==> src/rtl/matrix_stream_loader_if.sv <==
// Element stream handshake (valid/ready/data) between a source and the matrix loader.
interface matrix_stream_loader_if #(
    parameter int DATA_W = 32
) ();
    logic              valid;
    logic [DATA_W-1:0] data;
    logic              ready;

    modport master (output valid, output data, input ready);
    modport slave  (input valid, input data, output ready);
endinterface

==> src/rtl/matrix_stream_loader.sv <==
// Fills a ROWS x COLS matrix row-major from a valid/ready stream and exposes a
// registered random-access read port with read-before-write semantics.
module matrix_stream_loader #(
    parameter int ROWS   = 2,
    parameter int COLS   = 3,
    parameter int DATA_W = 32,
    parameter int RW     = (ROWS > 1) ? $clog2(ROWS) : 1,
    parameter int CW     = (COLS > 1) ? $clog2(COLS) : 1
) (
    input  logic                 clk,
    input  logic                 rst,
    input  logic                 i_start,
    input  logic                 i_clear,
    matrix_stream_loader_if.slave s_in,
    output logic [RW-1:0]        o_wr_row,
    output logic [CW-1:0]        o_wr_col,
    output logic                 o_busy,
    output logic                 o_full,
    output logic                 o_done,
    input  logic [RW-1:0]        i_rd_row,
    input  logic [CW-1:0]        i_rd_col,
    output logic [DATA_W-1:0]    o_rd_data
);

    localparam logic [RW-1:0] LAST_ROW = RW'(ROWS - 1);
    localparam logic [CW-1:0] LAST_COL = CW'(COLS - 1);

    typedef enum logic [1:0] {
        S_IDLE,
        S_LOAD,
        S_FULL
    } state_t;

    state_t              r_state;
    state_t              w_next;
    logic [RW-1:0]       r_wr_row;
    logic [CW-1:0]       r_wr_col;
    logic                r_done;
    logic [DATA_W-1:0]   r_rd_data;
    logic [DATA_W-1:0]   r_mem [ROWS][COLS];

    logic                w_accept;
    logic                w_last_col;
    logic                w_last;
    logic                w_restart;
    logic                w_rd_ok;

    // clear outranks acceptance, so a beat in the clear cycle is never written
    assign w_accept   = s_in.valid && (r_state == S_LOAD) && !i_clear;
    assign w_last_col = (r_wr_col == LAST_COL);
    assign w_last     = w_accept && w_last_col && (r_wr_row == LAST_ROW);
    assign w_restart  = i_start && (r_state != S_LOAD);
    assign w_rd_ok    = (i_rd_row <= LAST_ROW) && (i_rd_col <= LAST_COL);

    // NOTE: next state gets a default before the case so no latch is inferred.
    always_comb begin
        w_next = r_state;
        unique case (r_state)
            S_IDLE:  if (i_start) w_next = S_LOAD;
            S_LOAD:  if (w_last)  w_next = S_FULL;
            S_FULL:  if (i_start) w_next = S_LOAD;
            default: w_next = S_IDLE;
        endcase
        if (i_clear) w_next = S_IDLE;
    end

    // NOTE: state and datapath registers use non-blocking assignments only.
    always_ff @(posedge clk or posedge rst) begin
        if (rst) r_state <= S_IDLE;
        else     r_state <= w_next;
    end

    always_ff @(posedge clk or posedge rst) begin
        if (rst) begin
            r_wr_row <= '0;
            r_wr_col <= '0;
            r_done   <= 1'b0;
        end else begin
            r_done <= w_last;
            if (i_clear || w_restart) begin
                r_wr_row <= '0;
                r_wr_col <= '0;
            end else if (w_accept) begin
                if (w_last_col) begin
                    r_wr_col <= '0;
                    r_wr_row <= (r_wr_row == LAST_ROW) ? '0 : r_wr_row + 1'b1;
                end else begin
                    r_wr_col <= r_wr_col + 1'b1;
                end
            end
        end
    end

    // NOTE: the matrix is reset because a reset must leave every element reading 0;
    // this keeps it in flops rather than a RAM macro.
    always_ff @(posedge clk or posedge rst) begin
        if (rst) begin
            r_rd_data <= '0;
            for (int r = 0; r < ROWS; r++)
                for (int c = 0; c < COLS; c++)
                    r_mem[r][c] <= '0;
        end else begin
            r_rd_data <= w_rd_ok ? r_mem[i_rd_row][i_rd_col] : '0;
            if (w_accept) r_mem[r_wr_row][r_wr_col] <= s_in.data;
        end
    end

    assign s_in.ready = (r_state == S_LOAD);
    assign o_busy     = (r_state == S_LOAD);
    assign o_full     = (r_state == S_FULL);
    assign o_done     = r_done;
    assign o_wr_row   = r_wr_row;
    assign o_wr_col   = r_wr_col;
    assign o_rd_data  = r_rd_data;

endmodule

==> src/flat_wrapper.sv <==
// flat-port wrapper written by rule: the top's interface ports become plain ports
module matrix_stream_loader_flat 
#(
    parameter int ROWS   = 2,
    parameter int COLS   = 3,
    parameter int DATA_W = 32,
    parameter int RW     = (ROWS > 1) ? $clog2(ROWS) : 1,
    parameter int CW     = (COLS > 1) ? $clog2(COLS) : 1
)
  (clk, rst, i_start, i_clear, o_wr_row, o_wr_col, o_busy, o_full, o_done, i_rd_row, i_rd_col, o_rd_data, s_in_valid, s_in_data, s_in_ready);
  matrix_stream_loader_if #(.DATA_W(DATA_W)) s_in_i ();
  input  logic clk;
  input  logic rst;
  input  logic i_start;
  input  logic i_clear;
  output logic [RW-1:0] o_wr_row;
  output logic [CW-1:0] o_wr_col;
  output logic o_busy;
  output logic o_full;
  output logic o_done;
  input  logic [RW-1:0] i_rd_row;
  input  logic [CW-1:0] i_rd_col;
  output logic [DATA_W-1:0] o_rd_data;
  input wire logic [$bits(s_in_i.valid)-1:0] s_in_valid;
  input wire logic [$bits(s_in_i.data)-1:0] s_in_data;
  output wire logic [$bits(s_in_i.ready)-1:0] s_in_ready;
  assign s_in_i.valid = s_in_valid;
  assign s_in_i.data = s_in_data;
  assign s_in_ready = s_in_i.ready;
  matrix_stream_loader #(.ROWS(ROWS), .COLS(COLS), .DATA_W(DATA_W), .RW(RW), .CW(CW)) u_core (.clk(clk), .rst(rst), .i_start(i_start), .i_clear(i_clear), .s_in(s_in_i), .o_wr_row(o_wr_row), .o_wr_col(o_wr_col), .o_busy(o_busy), .o_full(o_full), .o_done(o_done), .i_rd_row(i_rd_row), .i_rd_col(i_rd_col), .o_rd_data(o_rd_data));
endmodule
==> config.mk <==
export PLATFORM = sky130hd
export DESIGN_NAME = matrix_stream_loader_flat
export DESIGN_NICKNAME = d
export VERILOG_FILES = /design/src/rtl/matrix_stream_loader_if.sv /design/src/rtl/matrix_stream_loader.sv /design/src/flat_wrapper.sv
export SDC_FILE = /design/constraint.sdc
export NUM_CORES = 1
export LEC_CHECK = 0
export CAP_MARGIN = 0
export CORE_ASPECT_RATIO = 1.4
export CORE_MARGIN = 2
export CORE_UTILIZATION = 53
export DETAILED_ROUTE_END_ITERATION = 8
export HOLD_SLACK_MARGIN = 0.1
export PLACE_DENSITY = 0.76
export SYNTH_ARGS = -nofsm -noshare
export SYNTH_HDL_FRONTEND = slang
export SYNTH_SLANG_ARGS = --single-unit
==> constraint.sdc <==
create_clock -name clk -period 7.1 [get_ports clk]
set_clock_uncertainty 0.15 [all_clocks]
set_input_delay 1.065 -clock clk [delete_from_list [all_inputs] [get_ports clk]]
set_output_delay 1.065 -clock clk [all_outputs]
set_load 0.005 [all_outputs]
Word level (Yosys, flattened, before mapping)
Index checks and enable logic that the tools add are counted.
{ "classes": {"mux": 23, "addsub": 2, "n_reduce_logical": 16, "eq_ne": 6, "bitwise": 4, "order_cmp": 8} }
{ "ops": {"columns": ["operator", "n"], "rows": [
  ["2-to-1 mux 96 bit", 4],
  ["bitwise mux 192 bit", 1],
  ["2-to-1 mux 32 bit", 4],
  ["demux 96 bit (select 1 bit)", 1],
  ["binary-select mux 32 bit (select 2 bit)", 1],
  ["demux 32 bit (select 2 bit)", 1],
  ["2-to-1 mux 2 bit", 6],
  ["logical AND 1 bit", 8],
  [">= comparator 3 bit (second input constant)", 2],
  ["NOT 2 -> 3 bit", 2],
  ["== test 2 bit (second input constant)", 2],
  [">= comparator 2 bit (second input constant)", 2],
  ["2-to-1 mux 1 bit", 4],
  ["NOT 1 -> 2 bit", 2],
  ["case mux 2 bit (2 select lines)", 1],
  ["AND reduction 2 bit", 2],
  ["nonzero test 2 bit", 2],
  ["less-than comparator 3 x 1 -> 1 bit (second input constant)", 1],
  ["!= test 3 x 1 -> 1 bit (second input constant)", 1],
  ["!= test 3 x 2 -> 1 bit (second input constant)", 1],
  ["adder 2 x 1 -> 2 bit (second input constant)", 1],
  ["== test 2 x 1 -> 1 bit (second input constant)", 1],
  ["<= comparator 2 bit (second input constant)", 1],
  ["logical NOT 2 bit", 1],
  ["7 further kinds", 7]
]} }
{ "totals": {"output_inout_bits": 39, "ff_bits": 230} }

Longest topological paths before layout
Gate-level depths: netlist of the first run.
{ "depth": {"ltp_word": 8, "ltp_mapped": 5, "depth_no_buf": 3} }

Worst setup path before layout of the first run
OpenSTA, ideal clock, no wires.
{ "synth_timing": {"path_type": "input to register", "from": "in i_rd_col[1]", "to": "reg u_core.r_rd_data[23], in the netlist u_core.o_rd_data[23]", "setup_time_ps": 142, "path_stages": 5, "t_arrival_ps": 2224, "setup_slack_ps": 4583, "cell_sequence": "clkbuf_1 > buf_1 > mux2_2 > nand2_1 > o221ai_1"} }
{ "synth_via": {"elab_chain_len": 5, "elab_cells_between_ends": 7, "cone_classes": "1 x order compare; 4 x mux; 1 x bitwise; 1 x reduce/logical"} }
{ "synth_lines": {"columns": ["element", "line", "source"], "rows": [
  ["start: declaration", "flat_wrapper.sv:22", "input logic [CW-1:0] i_rd_col;"],
  ["NOT 2 -> 3 bit (not written as such)", "matrix_stream_loader.sv:103", "r_rd_data <= w_rd_ok ? r_mem[i_rd_row][i_rd_col] : '0;"],
  ["binary-select mux 32 bit (select 2 bit)", "matrix_stream_loader.sv:103", null],
  ["2-to-1 mux 32 bit (not written as such) (2 in series)", "matrix_stream_loader.sv:103", null],
  ["2-to-1 mux 32 bit *", "matrix_stream_loader.sv:103", null],
  ["end signal: assignment", "matrix_stream_loader.sv:103", null],
  ["end: declaration", "matrix_stream_loader.sv:39", "logic [DATA_W-1:0] r_rd_data;"]
]} }
Mark *: on every way between the ends. The rest lies on a longest branch, timed or not. The select of a mux whose other input is x is not followed.
A chain may end at the register's enable or synchronous reset.

Final worst setup path of the first run
{ "layout_timing": {"from": "reg u_core.r_state[0]", "to": "out s_in_ready"} }
{ "layout_via": {"elab_chain_len": 1} }
{ "layout_lines": {"columns": ["element", "line", "source"], "rows": [
  ["start: declaration", "matrix_stream_loader.sv:34", "state_t r_state;"],
  ["start signal: assignment", "matrix_stream_loader.sv:70", "else r_state <= w_next;"],
  ["== test 2 x 1 -> 1 bit", "matrix_stream_loader.sv:108", "assign s_in.ready = (r_state == S_LOAD);"],
  ["end: declaration", "flat_wrapper.sv:26", "output wire logic [$bits(s_in_i.ready)-1:0] s_in_ready;"]
]} }
No other way between the ends.

==> impl_results.md, run 1 <==
- Outcome: completed
- Final Hold Vio Count: 0
- Ratio of cells with drive above 1 in the final layout: 0.378
- Logic pwr share: 0.095
- Core Box Area: 18500 um^2
- Critical path arrival: about 1.9 ns
- Flops & latches, synth: 230
- Synth area leader: dfrtp_1
- Most common cell after layout, fill and taps aside: dfrtp_1
- Clock Path Buffers: 3
- Num CTS Buffers: 23
- Crit start category: register
- Initial DRT Pass Iterations: 4
- Die Y: roughly 170 um
- Total grt overflow: 0
- Net Sw Frac: 0.222
- Nets: about 770
- Max cap viols: 0
- Setup crit end kind: output port
- Post-synth top area share: 0.575
- Antenna violations before repair: 0
- RePlAce Congestion: 0.795
- Die Area: about 20000 um^2
- Iter 0 DRT Violations: approximately 370
- Slew @ Worst Pin: 1.10 ns
- Met2 GRT Util: 0.361
- I/O pins: ~80
- Resize count post-CTS: 0
- Syn Nets: roughly 700
- Power share of the clock group: 0.412
- Hold/Removal Path Class: register to register
- Ant diodes: 0
- Synthesized cell area: around 10000 um^2
- Port Buf Inserts: slightly below 80
- # rows: just under 60
- Placed Area: between 10000 and 15000 um^2
- Crit-path slowest cell: clkdlybuf4s50_1
- CTS Sinks: 230
- Pin count of the biggest net entering global routing: 90
- Setup fix buffers added after clock tree synthesis: 0
- Latest clock arrival within the worst-skew pair: around 0.50 ns
- Met1 usage: 0.288
- Reg clk slew, reported paths: ~0.060 ns
- Final WL: about 21 mm
- Max stage delay on crit path: 0.58 ns
- Most frequent cells in the layout: 230 x dfrtp_1, 165 x mux2_2, 76 x clkdlybuf4s50_1
- CP Cell Sequence: nor2b_1 -> clkdlybuf4s50_1
- Maximum vdd drop: about 140 uV
- GR Util All Layers: 0.213
- Yosys warnings: 0
- Final period utilization: 0.439
- Net Sw Power: 0.654 mW
- RSZ-0062 raised after global routing: no
- Max-slew violations: 0
- Design Area, Final: between 10000 and 15000 um^2
- Crit-path max FO: 6
- Highest clock rate: between 0.3 and 0.4 GHz
- Most Crowded Layer GR: met2
- Fin crit period: 3.12 ns
- Starting Density: 0.540
- H-tree levels: 1
- Pleak: approximately 5.8 nW
- Post-CTS Hold Buffers: 0
- Distinct cells, synth: 26
- Critical setup path kind: register to output port
- Setup TNS Final: 0 ns
- Via count: around 5600
- Antenna viol nets, final: 0
- Mapped Cells: ~660
- Sequential area share after synthesis: 0.575
- GR Util met3: 0.0322
- Final Util: 0.631
- P per Cell Area: between 200 and 300 nW/um^2
- Remaining DRCs: 0
- P&R area growth vs syn: 16.7%
- Detailed Place HPWL: approximately 11 mm
- Register share of total power: 0.493
- Total chip power: slightly below 3 mW
- Slew headroom: 0.266
- Setup-failing EPs final: 0
- Mapped Avg Cell Area: between 15 and 20 um^2
- CTS Root Cell: clkbuf_16
- Fillcell total: 1339
- Vias per cell: between 5 and 6
- Critical Path RT: between 5 and 6 ns
- Ranking of synthesized cells by area: dfrtp_1 57%, mux2_2 19%, mux2_4 8.8%
- Internal cell power: between 2 and 2.5 mW
- Global-route wire length before repair: roughly 34 mm
- Wire per inst: around 21 um
- Vias in the first global route: between 6000 and 7000
- Die width: approximately 120 um
- CTS tree: built
[cell families after synthesis]
family / synth area share
simple gates: 0.0287
flops: 0.575
buf+inv: 0.0259
mux: 0.338
compound gates: 0.0327
[worst max-delay path, delay by kind of cell, from the launching register on]
family | cells | cell delay (ns)
buffers and inverters | 1 | 0.58
AND/OR/NAND/NOR | 1 | 0.39
flip-flops | 1 | 0.43
[synth_stat cells, drive strengths merged]
| master | instances |
|---|---|
| a21oi | 4 |
| buf | 29 |
| nand3 | 1 |
| o21ai | 1 |
| or3 | 1 |
| nand2b | 8 |
| nand3b | 2 |
| nor2 | 4 |
| clkbuf | 13 |
| nor2b | 1 |
| mux2i | 64 |
| o211ai | 2 |
| mux2 | 224 |
| o31ai | 1 |
| dfrtp | 230 |
| inv | 4 |
| nand2 | 34 |
| o221ai | 32 |
| and4bb | 1 |
| nor4b | 1 |
| or4 | 2 |
[stage by stage]
step	hold slack (ns)	setup WS (ns)	cells
after floorplan	0.324	2.88	659
after global placement	0.332	3.52	946
after detailed placement	0.340	3.45	946
after CTS	0.353	3.97	985
after global routing	0.364	3.80	985
final	0.354	3.98	985
[metal layers]
| metal | part of all wire | routed length (um) |
|---|---|---|
| met1 | 0.44 | 8990 |
| met2 | 0.51 | 10600 |
| met3 | 0.040 | 831 |
| met4 | 0.011 | 230 |
| met5 | 0 | 0 |
[power by group through the flow]
stage / clock (mW) / combinational (mW) / sequential (mW)
after floorplan: 0 / 0.181 / 1.46
final: 1.21 / 0.280 / 1.45
after CTS: 1.24 / 0.285 / 1.45
after detailed placement: 0 / 0.283 / 1.47
after global placement: 0 / 0.272 / 1.47
after global routing: 1.29 / 0.307 / 1.46
[final cells by class]
| cell class | count | area (um^2) | area share |
|---|---|---|---|
| flip-flops and latches | 230 | 5760 | 0.492 |
| multi-input cells | 383 | 4030 | 0.345 |
| repair buffers | 85 | 826 | 0.0706 |
| clock buffers | 32 | 669 | 0.0573 |
| well taps | 244 | 305 | 0.0261 |
| clock inverters | 7 | 87.6 | 0.00749 |
| inverters | 4 | 18.8 | 0.00161 |
[sequential cells by signal, indices dropped and copies added, names as in the netlist]
signal	cells
u_core.o_rd_data	32
u_core.r_mem	192
u_core.o_wr_col	2
u_core.o_done	1
u_core.o_wr_row	1
u_core.r_state	2
[final timing paths]
kind	from	cells past startpoint	end	slack (ns)
min in group asynchronous	rst	3	u_core.o_rd_data[19]	1.01
setup / recovery	u_core.r_state[0]	2	s_in_ready	3.98
max in group asynchronous	rst	4	u_core.o_rd_data[16]	4.17
hold / removal	u_core.r_mem[170]	1	u_core.r_mem[170]	0.35
hold reg to reg	u_core.r_mem[170]	1	u_core.r_mem[170]	0.35
setup reg to reg	u_core.o_wr_col[1]	3	u_core.r_mem[136]	4.58
(Power assumes the default switching activity.)
==> inputs of run 2 (changes only) <==
Settings changed: CORE_UTILIZATION 53 to 55.
Clock period 7.1 ns to 3 ns, I/O delays scaled along.
==> run 2 against run 1 <==
Effect of this change: count of clock-buffer cells in the layout increased by 4; cell area increased by 2.2%; worst hold slack got worse by 0.15 ns; global-route usage increased by 1.0 points; final cell count increased by 1.7%; largest cell class unchanged; largest power group unchanged.
==> impl_results.md, run 2 (synthesized netlist as in run 1, its figures left out) <==
- Outcome: completed
- CP Cell Sequence: nor2b_1 -> clkdlybuf4s50_1
- Hold/Removal Path Class: input port to async pin
- Final WS setup: slightly above 0.5 ns
- Latest clock arrival within the worst-skew pair: approximately 0.5 ns
- Critical setup path kind: register to output port
- Largest register FFs: 192
- Most common cell after layout, fill and taps aside: dfrtp_1
- Register name with the most flops: u_core.r_mem
- CTS Sinks: 230
- GR Util All Layers: 0.223
- Setup fix buffers added after clock tree synthesis: 0
- I/O pins: 79
- CTS tree: built
- Initial DRT Pass Iterations: 6
- Vias in the first global route: about 6200
- Dpl ws: around 0.24 ns
- Vias per cell: around 5.7
- P&R area growth vs syn: 19.2%
- Setup-failing EPs final: 0
- Detailed Place HPWL: approximately 13 mm
- P per Cell Area: just under 600 nW/um^2
- Slew headroom: 0.524
- Ratio of cells with drive above 1 in the final layout: 0.387
- Fillcell total: between 1000 and 1500
- Placed Area: 11200 um^2
- Slew @ Worst Pin: roughly 0.71 ns
- Most Crowded Layer GR: met2
- Post-CTS Hold Buffers: 0
- # rows: between 50 and 60
- Met1 usage: 0.292
- Via count: approximately 5700
- Maximum vdd drop: about 500 uV
- Fin crit period: 2.50 ns
- Setup TNS Final: 0 ns
- Reg clk slew, reported paths: approximately 0.07 ns
- Global-route wire length before repair: between 30 and 40 mm
- Met2 GRT Util: 0.385
- Max-slew violations: 0
- CTS Root Cell: clkbuf_16
- Remaining DRCs: 0
- Nets: slightly below 800
- Critical Path RT: 2.40 ns
- Pin count of the biggest net entering global routing: 70
- Final period utilization: 0.832
- Total chip power: 7.05 mW
- Max cap viols: 0
- Design Area, Final: around 12000 um^2
- H-tree levels: 1
- Most frequent cells in the layout: 230 x dfrtp_1, 165 x mux2_2, 76 x clkdlybuf4s50_1
- Total grt overflow: 0
- Register Area: approximately 5800 um^2
- Max stage delay on crit path: about 0.58 ns
- Wire per inst: 20.9 um
- Final Hold Vio Count: 0
- Antenna viol nets, final: 0
- Crit start category: register
- Area of the multi-input gates: just over 4000 um^2
- RePlAce Congestion: approximately 0.79
- Core Box Area: 17900 um^2
- Final WL: between 20 and 25 mm
- Port Buf Inserts: 78
- Setup crit end kind: output port
- Crit-path max FO: 6
- Highest clock rate: 0.401 GHz
- Starting Density: 0.559
- Die Y: about 160 um
- WHS: 0.203 ns
- Antenna violations before repair: 1
- Die width: around 120 um
- Clock Path Buffers: 3
- Resize count post-CTS: 0
- Pleak: 5.91 nW
- Critical path arrival: 1.90 ns
- Iter 0 DRT Violations: about 340
- Crit-path slowest cell: clkdlybuf4s50_1
- GR Util met3: 0.0290
- RSZ-0062 raised after global routing: no
- Die Area: roughly 19000 um^2
- Num CTS Buffers: 22
-- run 2: cell type report --
cell class,count,area share
Antenna cell,2,0.000419
Clock buffer,36,0.0565
Clock inverter,4,0.00828
Inverter,4,0.00157
Multi-Input combinational cell,383,0.337
Sequential cell,230,0.482
Tap cell,240,0.0251
Timing Repair Buffer,103,0.0889
-- run 2: routing by layer --
layer | vias to the layer above | share of wire
li1 | 2572 | -
met1 | 2977 | 0.43
met2 | 116 | 0.51
met3 | 32 | 0.035
met4 | 0 | 0.023
met5 | - | 0
-- run 2: per-stage QoR --
stage,cells,util
floorplan,659,-
global placement,960,0.623
detailed placement,960,0.623
CTS,1000,0.666
global route,1001,0.666
finish,1002,0.666
-- run 2: power by group --
part / switching (mW) / internal (mW) / total, mW
Sequential: 0.107 / 3.33 / 3.43
Combinational: 0.302 / 0.391 / 0.693
Clock: 1.13 / 1.79 / 2.92
Total: 1.53 / 5.51 / 7.05
-- run 2: worst paths after layout --
path,start,end,slack (ns),cells after the start
min,rst,u_core.r_mem[54],0.20,2
min in group clk,u_core.r_mem[183],u_core.r_mem[183],0.35,1
max,u_core.r_state[0],s_in_ready,0.50,2
max in group asynchronous,rst,u_core.r_mem[59],1.78,3
min reg2reg,u_core.r_mem[183],u_core.r_mem[183],0.35,1
max reg2reg,u_core.o_wr_col[1],u_core.r_mem[133],0.79,4
-- run 2: worst max-delay path: cells and delay by family, from the launching register on --
family                 cells  cell delay, ns
buffers and inverters      1            0.58
flip-flops                 1            0.43
AND/OR/NAND/NOR            1            0.39
